## config.mk

```make
export PLATFORM = sky130hd
export DESIGN_NAME = alu_seq
export DESIGN_NICKNAME = d
export VERILOG_FILES = /design/src/rtl/alu_seq_pkg.sv /design/src/rtl/alu_seq_flags.sv /design/src/rtl/alu_seq.sv
export SDC_FILE = /design/constraint.sdc
export NUM_CORES = 1
export LEC_CHECK = 0
export ABC_AREA = 1
export CORE_ASPECT_RATIO = 1.5
export CORE_MARGIN = 2
export CORE_UTILIZATION = 44
export DETAILED_ROUTE_END_ITERATION = 16
export GPL_TIMING_DRIVEN = 1
export PLACE_DENSITY = 0.76
export SLEW_MARGIN = 20
export SYNTH_ARGS = -nofsm -noshare
export SYNTH_HDL_FRONTEND = slang
export SYNTH_SLANG_ARGS = --single-unit
```

## constraint.sdc

```tcl
create_clock -name wclk -period 2.4 [get_ports wclk]
set_input_delay 0.48 -clock wclk [delete_from_list [all_inputs] [get_ports wclk]]
set_output_delay 0.48 -clock wclk [all_outputs]
set_load 0.05 [all_outputs]
```

## src/rtl/alu_seq_pkg.sv

```systemverilog
// Shared constants for the sequenced ALU wrapper: op codes, flag indices, FSM states.
package alu_seq_pkg;

    localparam int unsigned DATA_W = 8;
    localparam int unsigned OP_W   = 3;
    localparam int unsigned CNT_W  = 4;
    localparam int unsigned FLAG_N = 4;

    localparam int unsigned FLAG_C = 0;
    localparam int unsigned FLAG_A = 1;
    localparam int unsigned FLAG_E = 2;
    localparam int unsigned FLAG_Z = 3;

    typedef enum logic [OP_W-1:0] {
        OP_ADD = 3'd0,
        OP_SHR = 3'd1,
        OP_SHL = 3'd2,
        OP_NOT = 3'd3,
        OP_AND = 3'd4,
        OP_OR  = 3'd5,
        OP_XOR = 3'd6,
        OP_NOP = 3'd7
    } alu_op_e;

    typedef enum logic [1:0] {
        ST_IDLE   = 2'd0,
        ST_SETTLE = 2'd1,
        ST_HOLD   = 2'd2
    } state_e;

    // Only the arithmetic/shift ops produce a meaningful carry-out.
    function automatic logic op_keeps_carry(input logic [OP_W-1:0] op);
        return (op <= OP_W'(OP_SHL));
    endfunction

endpackage

```

## src/rtl/alu_seq_flags.sv

```systemverilog
// Four-bit status flag register (C, A, E, Z) with capture enable and carry clear.
module alu_seq_flags
    import alu_seq_pkg::*;
(
    input  logic              clk,
    input  logic              rst,
    input  logic              cap_en,
    input  logic              c_clr,
    input  logic [FLAG_N-1:0] flag_in,
    output logic [FLAG_N-1:0] flags
);

    logic [FLAG_N-1:0] flags_q;
    logic [FLAG_N-1:0] flags_d;

    // Next flag value: load all four on capture, optionally forcing carry low.
    always_comb begin
        flags_d = flags_q;
        if (cap_en) begin
            flags_d = flag_in;
            if (c_clr) begin
                flags_d[FLAG_C] = 1'b0;
            end
        end
    end

    // Flag storage, cleared asynchronously.
    always_ff @(posedge clk or posedge rst) begin
        if (rst) begin
            flags_q <= '0;
        end else begin
            flags_q <= flags_d;
        end
    end

    assign flags = flags_q;

endmodule

```

## src/rtl/alu_seq.sv

```systemverilog
// Sequencer that presents latched operands to an external ALU for SETTLE cycles,
// captures its result and flags, and holds them until the consumer is ready.
// Optional feature macro: ALU_SEQ_CARRY_CHAIN_EN (carry-in = wuse_c & stored C).
module alu_seq
    import alu_seq_pkg::*;
#(
    parameter int unsigned SETTLE = 1
) (
    input  logic              wclk,
    input  logic              wrst,
    input  logic              wreq,
    output logic              wack,
    input  logic [OP_W-1:0]   bop,
    input  logic [DATA_W-1:0] ba,
    input  logic [DATA_W-1:0] bb,
    input  logic              wuse_c,
    output logic [DATA_W-1:0] bas,
    output logic [DATA_W-1:0] bbs,
    output logic              wci,
    output logic [OP_W-1:0]   bops,
    input  logic [DATA_W-1:0] bcs,
    input  logic              wco,
    input  logic              weqo,
    input  logic              walo,
    input  logic              wz,
    output logic [DATA_W-1:0] bres,
    output logic              wflag_c,
    output logic              wflag_a,
    output logic              wflag_e,
    output logic              wflag_z,
    output logic              wvalid,
    input  logic              wrdy
);

    state_e              state_q, state_d;
    logic [CNT_W-1:0]    cnt_q, cnt_d;
    logic [DATA_W-1:0]   a_q, a_d, b_q, b_d;
    logic [OP_W-1:0]     op_q, op_d;
    logic                cin_q, cin_d;
    logic [DATA_W-1:0]   bres_q, bres_d;
    logic                wack_q, wack_d;
    logic                wvalid_q, wvalid_d;
    logic [DATA_W-1:0]   bas_q, bas_d, bbs_q, bbs_d;
    logic [OP_W-1:0]     bops_q, bops_d;
    logic                wci_q, wci_d;

    logic                cin_next;
    logic                cap_en;
    logic [FLAG_N-1:0]   flag_in;
    logic [FLAG_N-1:0]   flags;

`ifdef ALU_SEQ_CARRY_CHAIN_EN
    assign cin_next = wuse_c & flags[FLAG_C];
`else
    logic unused_wuse_c;
    assign unused_wuse_c = wuse_c;
    assign cin_next      = 1'b0;
`endif

    // Capture happens on the last settle edge; NOP leaves result and flags alone.
    assign cap_en = (state_q == ST_SETTLE) && (cnt_q == '0) && (op_q != OP_NOP);

    always_comb begin
        flag_in         = '0;
        flag_in[FLAG_C] = wco;
        flag_in[FLAG_A] = walo;
        flag_in[FLAG_E] = weqo;
        flag_in[FLAG_Z] = wz;
    end

    // Next-state, operand latch, settle counter and registered output values.
    always_comb begin
        state_d  = state_q;
        cnt_d    = cnt_q;
        a_d      = a_q;
        b_d      = b_q;
        op_d     = op_q;
        cin_d    = cin_q;
        bres_d   = bres_q;
        case (state_q)
            ST_IDLE: begin
                if (wreq) begin
                    a_d     = ba;
                    b_d     = bb;
                    op_d    = bop;
                    cin_d   = cin_next;
                    cnt_d   = CNT_W'(SETTLE - 1);
                    state_d = ST_SETTLE;
                end
            end
            ST_SETTLE: begin
                if (cnt_q == '0) begin
                    state_d = ST_HOLD;
                    if (op_q != OP_NOP) begin
                        bres_d = bcs;
                    end
                end else begin
                    cnt_d = cnt_q - CNT_W'(1);
                end
            end
            ST_HOLD: begin
                if (wrdy) begin
                    state_d = ST_IDLE;
                end
            end
            default: state_d = ST_IDLE;
        endcase

        wack_d   = (state_d == ST_IDLE);
        wvalid_d = (state_d == ST_HOLD);
        if (state_d == ST_SETTLE) begin
            bas_d  = a_d;
            bbs_d  = b_d;
            bops_d = op_d;
            wci_d  = cin_d;
        end else begin
            bas_d  = '0;
            bbs_d  = '0;
            bops_d = OP_NOP;
            wci_d  = 1'b0;
        end
    end

    // State and output registers; reset aborts any op in flight.
    always_ff @(posedge wclk or posedge wrst) begin
        if (wrst) begin
            state_q  <= ST_IDLE;
            cnt_q    <= '0;
            a_q      <= '0;
            b_q      <= '0;
            op_q     <= '0;
            cin_q    <= 1'b0;
            bres_q   <= '0;
            wack_q   <= 1'b1;
            wvalid_q <= 1'b0;
            bas_q    <= '0;
            bbs_q    <= '0;
            bops_q   <= OP_NOP;
            wci_q    <= 1'b0;
        end else begin
            state_q  <= state_d;
            cnt_q    <= cnt_d;
            a_q      <= a_d;
            b_q      <= b_d;
            op_q     <= op_d;
            cin_q    <= cin_d;
            bres_q   <= bres_d;
            wack_q   <= wack_d;
            wvalid_q <= wvalid_d;
            bas_q    <= bas_d;
            bbs_q    <= bbs_d;
            bops_q   <= bops_d;
            wci_q    <= wci_d;
        end
    end

    alu_seq_flags u_flags (
        .clk     (wclk),
        .rst     (wrst),
        .cap_en  (cap_en),
        .c_clr   (!op_keeps_carry(op_q)),
        .flag_in (flag_in),
        .flags   (flags)
    );

    assign wack    = wack_q;
    assign wvalid  = wvalid_q;
    assign bres    = bres_q;
    assign bas     = bas_q;
    assign bbs     = bbs_q;
    assign bops    = bops_q;
    assign wci     = wci_q;
    assign wflag_c = flags[FLAG_C];
    assign wflag_a = flags[FLAG_A];
    assign wflag_e = flags[FLAG_E];
    assign wflag_z = flags[FLAG_Z];

endmodule

```

==> flow_metrics.py <==
metrics = {
    "status": {
        "outcome": "finished clean",
    },
    "placed_design": {
        "port-buffer-count": 68,
        "dp_hpwl_microns": 3130,
        "dpl_cell_area_sq_mm": 0.00305,
        "numPlacedInstances": 372,
        "dp_slack_ps": 586,
        "gp_congestion": 0.771,
    },
    "timing": {
        "relSlewSlack": 0.646,
        "rsz0062_at_grt": "false",
        "setup_viol": 0,
        "worst_clock_skew_ps": 5.18,
        "hold-worst-slack_ps": 474,
        "max_freq_mhz": 474,
        "report.final.hold_viol_count": 0,
        "drv_slew": 0,
        "fin_crit_sh": 0.879,
        "max_slew.worst_pin.slew_ps": 529,
        "final.setup.tns_ps": 0,
        "layout_setup_ws_ps": 289,
        "timing.final.crit_period_ps": 2110,
    },
    "synthesis": {
        "mappedNetlistArea_sq_mm": 0.00229,
        "ys_ff_latch": 60,
        "synth_edf_count": 0,
        "netlist_instances": 240,
        "synth.net_count": 278,
        "most_area_consuming_cells_after_synthesis": "dfrtp_1, nand2_1, inv_1, dfstp_2, o21ai_0",
        "synth_seq_area_share": 0.658,
        "netlist-cell-type-count": 22,
        "synth_largest_area_cell": "dfrtp_1",
        "yosys_most_used_dff": "dfrtp_1",
        "library_cell_with_the_highest_instance_count_after_synthesis": "nand2_1",
        "synth-warning-count": 0,
        "synth_commonest_cells": "nand2_1, dfrtp_1, inv_1",
        "netlist.area_leader.share": 0.612,
        "asyncSetResetFlopFracSynth": 1.00,
        "synth_area_per_cell_sq_um": 9.54,
    },
    "clock_tree": {
        "worst_skew_pair.late_latency_ps": 320,
        "clock-sinks": 60,
        "cts.clk_slew.worst_paths_ps": 60,
        "cts_root_buffer": "clkbuf_8",
        "cts_hold_buffers": 0,
        "postCtsResizedCells": 0,
        "cts_htree_levels": 3,
        "cts_buffer_count": 9,
        "cts_buffer_depth": 2,
        "cts_tree": "built",
        "post-cts-setup-buffers": 0,
    },
    "floorplan": {
        "die_w_microns": 62.9,
        "floorplan.initialDensity": 0.450,
        "coreArea_sq_mm": 0.00508,
        "top_level_ports": 70,
        "die_h_microns": 92.4,
        "rows": 32,
        "die_area_sq_mm": 0.00581,
    },
    "route": {
        "vias": 1756,
        "wl_per_cell_microns": 11.4,
        "totalWireLength_microns": 4410,
        "route.antenna.remaining_nets": 0,
        "dr.first_iter.drc_count": 81,
        "highest_layer": "met4",
        "met3_length_microns": 230,
        "metal2_wl_microns": 2300,
        "route.detailed.drc": 0,
        "wl_met1_microns": 1810,
        "route.detailed.vias_per_inst": 4.53,
        "drt_first_pass_iters": 4,
    },
    "global_route": {
        "globalRouteTotalUtil": 0.173,
        "first_global_vias": 1826,
        "grt_remaining_overflow": 0,
        "initial_antenna_violation_count": 0,
        "grt_pass1_wl_microns": 7730,
        "grt_max_degree": 61,
    },
    "critical_path": {
        "critPathMaxStageDelay_ps": 800,
        "path_max_fanout": 1,
        "worstPathRequired_ps": 1920,
        "critical_path.slowest_cell": "clkdlybuf4s50_1",
        "timing.setup.critical_path_class": "flip-flop to output port",
        "count_of_buffering_cells_on_the_critical_path_with_inverters_included": 1,
        "endpoint_kind": "output port",
        "cell_chain_of_the_critical_path": "clkdlybuf4s50_1",
        "worstPathArrival_ps": 1630,
        "critical-path-top-delay-family": "buffers and inverters",
        "worstSetupStartpointType": "flip-flop",
    },
    "hold_path": {
        "min_path_type": "flip-flop to flip-flop",
    },
    "finish": {
        "fill_cells": 433,
        "instances_no_fill": 388,
        "utilization": 0.640,
        "drive_above_1_share": 0.0969,
        "antenna_cells": 0,
        "layout.cell_area.non_filler_sq_mm": 0.00325,
        "synthToLayoutAreaGrowth_pct": 42.0,
        "nNetsFinal": 353,
    },
    "pwr": {
        "total_power_mw": 4.91,
        "powerDensity_mw_per_mm2": 1510,
        "worst_ir_drop_vdd_v": 0.000794,
        "static_leakage_nw": 1.69,
    },
    "run": {
        "max_cap_viol_count": 0,
    },
}
==> per-layer routing <==
layer,vias to the layer above,GRT usage
met5,-,0
met4,0,0.106
met3,6,0.0462
met2,56,0.302
met1,820,0.184
li1,874,-
==> power by group <==
part / switching, mW / internal, mW
clock network: 0.360 / 0.533
registers: 0.172 / 1.47
logic: 1.61 / 0.753
==> path summary, 6_finish.rpt <==
path / depth (start not counted) / from / slack (ps) / endpoint
setup / recovery: 1 / wack / 290 / wack
hold / removal: 2 / b_q[7] / 470 / b_q[7]
setup reg to reg: 4 / cnt_q[0] / 790 / bres[1]
hold reg to reg: 2 / b_q[7] / 470 / b_q[7]
max in group asynchronous: 3 / wrst / 1550 / wack
min in group asynchronous: 3 / wrst / 530 / bres[3]
==> flip-flops by register name, summed over array words and instances, names as in the netlist <==
signal         flops
wack               1
bres               8
bas                8
cnt_q              4
a_q                8
b_q                8
bbs                8
wvalid             1
wci                1
bops               3
u_flags.flags      4
op_q               3
state_q            2
cin_q              1
==> kinds of logic after synthesis <==
family	after synthesis	share of synthesized area
AOI/OAI and AO/OA	19	0.0426
xor gates and xnor gates	1	0.00383
adders and majority gates	2	0.0109
buffers and inverters	43	0.0787
DFF	60	0.658
and+or+nand+nor	115	0.206
==> area by class of cell <==
type | instances | area [sq um] | share of cell area
clock inverter | 4 | 47.5 | 0.0146
timing repair buffer | 72 | 723 | 0.222
multi-input combinational | 137 | 603 | 0.185
inverter | 35 | 131 | 0.0404
tap | 68 | 85.1 | 0.0262
sequential | 60 | 1510 | 0.463
clock buffer | 12 | 155 | 0.0477
==> placed cells by master (no fill, tap or decap), types with 2 or more instances in the layout <==
cell / netlist / routed
nor2_2: 2 / 2
clkinv_2: 0 / 2
inv_1: 34 / 33
o21ai_1: 5 / 5
dfstp_2: 4 / 4
nor2_1: 4 / 4
o22ai_1: 2 / 2
clkdlybuf4s50_1: 0 / 68
a21oi_1: 2 / 2
nand2_1: 97 / 97
ha_1: 2 / 2
buf_4: 1 / 3
o21ai_0: 10 / 10
inv_2: 1 / 2
dfrtp_1: 56 / 56
clkbuf_8: 0 / 11
nand3_1: 7 / 7
Note: power is estimated with default switching activity, not from simulation.
==> patch, RTL diff (config.mk and constraints unchanged) <==
Set the package constant `CNT_W` to 6 (it was 4).
--- a/src/rtl/alu_seq_pkg.sv
+++ b/src/rtl/alu_seq_pkg.sv
@@ -3,7 +3,7 @@
 
     localparam int unsigned DATA_W = 8;
     localparam int unsigned OP_W   = 3;
-    localparam int unsigned CNT_W  = 4;
+    localparam int unsigned CNT_W  = 6;
     localparam int unsigned FLAG_N = 4;
 
     localparam int unsigned FLAG_C = 0;
Function: same outputs for any inputs over 10 cycles, from zero or initial values and one cycle with wrst high; that may be too few to reach the edited logic, so the function may still have changed.
==> patch against the unedited design <==
Routed wire length up 17%. Worst setup slack worse by 37 ps. Sequential cell count up 2. Total power up 12%. Synthesized cell count up 1.7%. Design area up 6.9%. Area after synthesis up 11%. First-iteration DRC count up 67%.
==> patch: results (changes against the unedited design) <==
post-synthesis xor/xnor area fraction - 0.690% (was 0.383%)
worst hold path type - in -> async (was reg -> reg)
largest net degree at the start of global routing - 31 (was 61)
Worst-Margin Slew - 539 ps (was 529 ps)
routed wl met2 - 2640 um (was 2300 um)
Max Clock Skew - 8.23 ps (was 5.18 ps)
met2 GRT Util - 28.4% (was 30.2%)
gpl congestion - 0.743 (was 0.771)
Tot GR Track Use - 17.8% (was 17.3%)
GR Util met1 - 21.0% (was 18.4%)
most frequent cells after synthesis - 58 x dfrtp_1, 47 x nand2_1, 26 x nor2_1 (was 97 x nand2_1, 56 x dfrtp_1, 34 x inv_1)
Worst EP arrival - 1670 ps (was 1630 ps)
Reg2Reg Depth - 7 (was 4)
status - finished clean (unchanged)
CP Launch Point - bops[0] (was wack)
post-synthesis adder-cell area fraction - 0.986% (was 1.09%)
share of cells above drive strength 1 - 16.5% (was 9.69%)
# nets final - 355 (was 353)
first-pass GRT wire length - 8450 um (was 7730 um)
Synth cell types - 27 (was 22)
vias in the first global route - 1,856 (was 1,826)
Leakage - 0.00161 uW (was 0.00169 uW)
Psw - 2480 uW (was 2150 uW)
Via Count - 1,848 (was 1,756)
final wirelength - 5160 um (was 4410 um)
Clock group - 954 uW (was 892 uW)
clock share of power - 17.3% (was 18.2%)
Synth Area in Compound Gates - 7.29% (was 4.26%)
register area share after synthesis - 61.3% (was 65.8%)
top cells by area, synth - dfrtp_1 57%, nand2_1 6.9%, o21ai_2 6.2% (was dfrtp_1 61%, nand2_1 16%, inv_1 5.6%)
wire length per cell - 13.2 um (was 11.4 um)
routed wl met3 - 249 um (was 230 um)
met3 Track Usage GR - 5.35% (was 4.62%)
DP HPWL - 3520 um (was 3130 um)
Worst VDD drop - 0.000759 V (was 0.000794 V)
combinational share of power - 51.5% (was 48.3%)
## patch: cell type report
cell class | count | area, um^2
fill | 479 | 2060
multi-input combinational | 145 | 797
tap | 70 | 87.6
inverter | 28 | 108
clock inverter | 3 | 42.5
timing repair buffer | 71 | 716
clock buffer | 13 | 169
sequential | 62 | 1560
## patch: through the flow
stage | instance area, um^2 | hold slack, ps
after global placement | 3260 | 453
after detailed placement | 3260 | 459
after CTS | 3480 | 441
final | 3480 | 438
after global routing | 3480 | 461
after floorplan | 2540 | 464
## patch: logic make-up (layout without fill, tap and decap cells)
family,after synthesis,in the layout
flip-flops,62,62
adder cells (fa/ha/maj),2,2
AND/OR/NAND/NOR,118,118
XOR/XNOR,2,2
buffers and inverters,37,115
AO/OA/AOI/OAI,23,23
## patch: path summary, 6_finish.rpt
check,slack (ps),to
worst max-delay path,250,bops[0]
worst min-delay path,440,u_flags.flags[2]
worst max register to register,680,u_flags.flags[0]
worst min register to register,470,bres[6]
max in group asynchronous,1340,bops[1]
min in group wclk,470,bres[6]
